**src/rtl/dma_arbiter.sv**
```systemverilog
// OAM DMA engine and SoC bus arbiter: FF46 starts a 160-byte copy from
// {src,00..9F} to FE00..FE9F while the CPU is limited to HRAM and FF46.
//
// state | meaning
// ------+---------------------------------------------------------------
// IDLE  | no transfer; CPU bus is passed straight through to the SoC bus
// START | 4-clk startup delay; CPU still passed through
// XFER  | DMA owns the SoC bus, 4 clk per byte; CPU limited to HRAM/FF46
module dma_arbiter (
    input  logic        clk,
    input  logic        rst,
    input  logic [15:0] cpu_a,
    input  logic [7:0]  cpu_dout,
    output logic [7:0]  cpu_din,
    input  logic        cpu_rd,
    input  logic        cpu_wr,
    output logic [15:0] soc_a,
    output logic [7:0]  soc_dout,
    input  logic [7:0]  soc_din,
    output logic        soc_rd,
    output logic        soc_wr,
    output logic        dma_active
);

    typedef enum logic [1:0] {
        IDLE  = 2'd0,
        START = 2'd1,
        XFER  = 2'd2
    } state_t;

    localparam logic [15:0] DMA_REG   = 16'hFF46;
    localparam logic [7:0]  LAST_IDX  = 8'd159;
    localparam logic [1:0]  START_LEN = 2'd3;

    state_t      state;
    logic [7:0]  src_hi;
    logic [7:0]  src_eff;
    logic [7:0]  idx;
    logic [1:0]  phase;
    logic [1:0]  start_cnt;
    logic [7:0]  latch;
    logic        ff46_hit;
    logic        ff46_wr;
    logic        hram_hit;

    assign ff46_hit = (cpu_a == DMA_REG);
    assign ff46_wr  = ff46_hit && cpu_wr;
    assign hram_hit = (cpu_a[15:7] == 9'h1FF) && (cpu_a != 16'hFFFF);

    // Sources at E0..FF would hit echo RAM; fold them back onto C0..DF.
    assign src_eff = (src_hi >= 8'hE0) ? (src_hi & 8'hDF) : src_hi;

    always_ff @(posedge clk or posedge rst) begin
        if (rst) begin
            state      <= IDLE;
            src_hi     <= 8'h00;
            idx        <= 8'd0;
            phase      <= 2'd0;
            start_cnt  <= 2'd0;
            latch      <= 8'h00;
            dma_active <= 1'b0;
        end else if (ff46_wr) begin
            // A write to FF46 restarts from any state, even on the final byte.
            state      <= START;
            src_hi     <= cpu_dout;
            idx        <= 8'd0;
            phase      <= 2'd0;
            start_cnt  <= START_LEN;
            dma_active <= 1'b1;
        end else begin
            case (state)
                IDLE: begin
                    dma_active <= 1'b0;
                end
                START: begin
                    if (start_cnt == 2'd0) begin
                        state <= XFER;
                    end else begin
                        start_cnt <= start_cnt - 2'd1;
                    end
                end
                XFER: begin
                    phase <= phase + 2'd1;
                    if (phase == 2'd1) begin
                        latch <= soc_din;
                    end
                    if (phase == 2'd3) begin
                        if (idx == LAST_IDX) begin
                            state      <= IDLE;
                            idx        <= 8'd0;
                            dma_active <= 1'b0;
                        end else begin
                            idx <= idx + 8'd1;
                        end
                    end
                end
                default: begin
                    state      <= IDLE;
                    dma_active <= 1'b0;
                end
            endcase
        end
    end

    always_comb begin
        soc_a    = cpu_a;
        soc_dout = cpu_dout;
        soc_rd   = cpu_rd && !cpu_wr && !ff46_hit;
        soc_wr   = cpu_wr && !ff46_hit;
        cpu_din  = ff46_hit ? src_hi : soc_din;

        if (state == XFER) begin
            // Phases 0-1 read the source, phases 2-3 write OAM.
            soc_a    = phase[1] ? {8'hFE, idx} : {src_eff, idx};
            soc_dout = latch;
            soc_rd   = !phase[1];
            soc_wr   = phase[1];
            if (ff46_hit) begin
                cpu_din = src_hi;
            end else if (hram_hit) begin
                cpu_din = soc_din;
            end else begin
                cpu_din = 8'hFF;
            end
        end

        if (rst) begin
            soc_rd = 1'b0;
            soc_wr = 1'b0;
        end
    end

endmodule

```
**config.mk**
```make
export PLATFORM = sky130hd
export DESIGN_NAME = dma_arbiter
export DESIGN_NICKNAME = d
export VERILOG_FILES = /design/src/rtl/dma_arbiter.sv
export SDC_FILE = /design/constraint.sdc
export NUM_CORES = 1
export LEC_CHECK = 0
export BUFFER_PORTS_ARGS = -buffer_cell sky130_fd_sc_hd__clkbuf_2
export CORE_ASPECT_RATIO = 0.9
export CORE_MARGIN = 4
export CORE_UTILIZATION = 31
export DETAILED_ROUTE_END_ITERATION = 10
export SKIP_CTS_REPAIR_TIMING = 1
export SYNTH_ARGS = -nofsm -noshare
export SYNTH_HDL_FRONTEND = slang
export SYNTH_SLANG_ARGS = --single-unit
```
**constraint.sdc**
```tcl
create_clock -name clk -period 2.2 [get_ports clk]
set_input_delay 0.33 -clock clk [delete_from_list [all_inputs] [get_ports clk]]
set_output_delay 0.33 -clock clk [all_outputs]
set_load 0.1 [all_outputs]
```
==> summary.md <==
| Metric | Value |
|---|---|
| Status | `finished with violations` |
| Violated checks | `setup timing` |
| CTS Sinks | `31` |
| Die Y | `around 83 µm` |
| Max Clock Freq | `420 MHz` |
| Core ar. | `6110 µm²` |
| Max-cap violation count | `0` |
| Final net count | `355` |
| Worst Max-Slew Pin Slew | `roughly 0.64 ns` |
| Cell family with most CP delay | `simple AND/OR/NAND/NOR gates` |
| WP buf/inv | `3` |
| Post-synthesis cell count | `234` |
| Boundary pin count | `between 70 and 80` |
| Post-DP HPWL | `4680 µm` |
| PnR worst setup slack | `-0.180 ns` |
| Main combinational cell family by area after synthesis | `simple AND/OR/NAND/NOR gates` |
| Worst path most repeated cell | `or4_4` |
| Via count | `1,952` |
| Total global routing overflow | `0` |
| Setup crit start kind | `primary input` |
| Mean Syn Cell Area | `8.34 µm²` |
| Post-Synth Simple-Gate Area | `29.5%` |
| H-tree depth | `2` |
| CP Max Fanout | `5` |
| Final cell count without fillers | `about 400` |
| RR Startpoint | `idx[0]$_DFFE_PP0P_` |
| Residual DRC | `0` |
| Ys flop type | `dfrtp_1` |
| Routed Antenna Nets | `0` |
| Routed vias/inst | `around 4.8` |
| Layout area overhead | `68.0%` |
| DIE WIDTH | `between 90 and 100 µm` |
| GPL Wtd Cong | `0.830` |
| Final setup violation count | `10` |
| Worst setup path class | `primary input to output port` |
| RSZ-0062 raised after global routing | `true` |
| Largest net degree at the start of global routing | `32` |
| Number of DRC markers in iteration 0 | `102` |
| Most common cell after layout, fill and taps aside | `nand2_1` |
| Num CTS Buffers | `5` |
| Post-Place Worst Slack | `-0.206 ns` |
| CTS root buf | `clkbuf_8` |
| Syn nets | `274` |
| Worst R2R Setup Slack | `0.45 ns` |
| Maximum vdd ir drop | `0.000354 V` |
| Critical path startpoint | `cpu_a[4]` |
| CP endpoint | `cpu_din[6]` |
| Clk_skew | `between 0.005 and 0.006 ns` |
| Mapped Area | `approximately 2000 µm²` |
| Crit path depth | `7` |
| Initial Utilization | `31.9%` |
| CTS tree | `yes` |
| R2R depth | `5` |
| Clk slew on worst S/H paths | `0.07 ns` |
| Initial antenna violation count | `0` |
| Port bufs | `70` |
| Critical Path End Type | `output port` |
| Ant. Diodes | `0` |
| Reg-to-reg endpoint | `dma_active$_DFFE_PP0P_` |
| Data required, critical path | `1.87 ns` |
| Synth Area in Adders | `2.56%` |
| Rows | `27` |
| Clock latency on the worst-skew pair | `0.29 ns` |
| Post-synth EDFFs | `0` |
| CP peak stage delay | `0.53 ns` |
| Share of post-route cells with drive strength above 1 | `44.6%` |
| Leakage Power | `1.57 nW` |
| Minimum clock period | `about 2.4 ns` |
| Critical path's slowest cell | `or4_4` |
| Die area | `7630 µm²` |
| DR pass1 iterations | `4` |
| First-pass GRT wire length | `9830 µm` |
| Multi-input combinational cell area | `1270 µm²` |
| Seq/Total Area, Yosys | `between 30 and 40%` |
| Period utilization | `108%` |
| Slew Limit Fails | `0` |
| Distinct cells, synth | `42` |
| Worst min path class | `primary input to async pin` |
| Share of flip-flops with an asynchronous set or reset | `100%` |
| Vias in the first global route | `1,908` |
| Final core utilization | `a little over half` |
| Flops & latches, synth | `31` |
| Overall Global Routing Usage | `16.3%` |
| Most frequent cells in the layout | `71 x nand2_1, 34 x clkbuf_2, 34 x buf_12` |
| Fraction of synthesized area in multiplexers | `11.3%` |
| Drt wl/cell | `15.0 µm` |
| Worst slew margin | `56.5%` |
| Maximum root-to-sink buffer count | `2` |
| Placed cell count | `about 390` |
| Yosys warnings | `0` |
| Data arrival, critical path | `2.05 ns` |
| Synth Area in XOR/XNOR | `2.24%` |
| Register area | `776 µm²` |
| PwrDens | `just under 500 nW/µm²` |
| WL final | `6050 µm` |
| Fillers | `529` |
| Synth Area in Compound Gates | `between 10% and 20%` |
| Worst-path cell chain | `buf_6 -> or4_4 -> or4_4 -> buf_4 -> nor2_2 -> a21oi_4 -> buf_12` |
| Final hold violations | `0` |
[synthesized netlist by cell type, types with 2 or more instances]
cell type / number / area (µm²)
xnor2_1: 2 / 17.5
mux2_4: 8 / 120
nand2_1: 75 / 282
a21oi_1: 15 / 75.1
nand4_1: 6 / 37.5
nand3_1: 3 / 15.0
buf_2: 2 / 10.0
nand4b_1: 3 / 26.3
inv_1: 4 / 15.0
and2_1: 2 / 12.5
dfrtp_1: 31 / 776
nor2_1: 24 / 90.1
o21ai_0: 9 / 45.0
nor2b_1: 2 / 12.5
nand2b_1: 2 / 12.5
mux2_2: 8 / 90.1
ha_1: 4 / 50.1
buf_1: 2 / 7.51
xor2_1: 3 / 26.3
clkbuf_1: 7 / 26.3
[report_power, final]
part | total (mW) | internal (mW) | switching [mW]
clock network | 0.501 | 0.285 | 0.216
registers | 0.583 | 0.578 | 0.00470
logic | 0.523 | 0.187 | 0.336
total | 1.61 | 1.05 | 0.556
[logic make-up (layout without fill, tap and decap cells)]
kind of cell    after synthesis  count (layout)
flops                        31              31
compound gates               34              34
simple gates                126             126
buf+inv                      17              99
fa+ha+maj                     4               4
xor+xnor                      5               5
mux                          17              17
[worst min-delay path by stage]
stage | from | slack [ns] | end | cells after the start
global placement | idx[7]$_DFFE_PP0P_ | 0.49 | idx[7]$_DFFE_PP0P_ | 1
finish | rst | 0.17 | latch[6]$_DFFE_PP0P_ | 3
floorplan | rst | 0.43 | dma_active$_DFFE_PP0P_ | 1
global route | rst | 0.23 | latch[6]$_DFFE_PP0P_ | 3
detailed placement | rst | 0.50 | latch[6]$_DFFE_PP0P_ | 3
CTS | rst | 0.19 | latch[6]$_DFFE_PP0P_ | 3
[metrics by stage]
| step | TNS (ns) | instance area (µm²) | power (mW) | hold slack (ns) |
|---|---|---|---|---|
| 4_1_cts | -1.75 | 3210 | 1.61 | 0.189 |
| 2_1_floorplan | 0 | 2080 | 0.902 | 0.434 |
| 3_3_place_gp | -1.98 | 3110 | 1.11 | 0.489 |
| 6_report | -1.47 | 3280 | 1.61 | 0.168 |
| 5_1_grt | -1.86 | 3280 | 1.66 | 0.233 |
| 3_5_place_dp | -2.19 | 3110 | 1.12 | 0.497 |
[flip-flops by register name, summed over array words and instances, names as in the netlist]
register,cells
phase,2
latch,8
idx,8
dma_active,1
src_hi,8
state,2
start_cnt,2
[layer usage]
metal	part of all wire, %	GRT usage, %
met5	0	0
met4	2.2	6.71
met3	5.5	3.71
met2	48	25.1
met1	45	21.9
[worst reg2reg max path: cells and delay by family (launching register included)]
| kind | cells | cell delay (ns) |
|---|---|---|
| simple gates | 2 | 0.62 |
| compound gates | 2 | 0.39 |
| fa+ha+maj | 1 | 0.23 |
| flops | 1 | 0.40 |
[final cells by class]
class / count / area share, %
multi-input combinational: 186 / 38.8
timing repair buffer: 87 / 30.8
sequential: 31 / 23.7
tap: 87 / 3.32
clock buffer: 8 / 3.05
inverter: 4 / 0.458
Power figures use the tool's default switching activity.
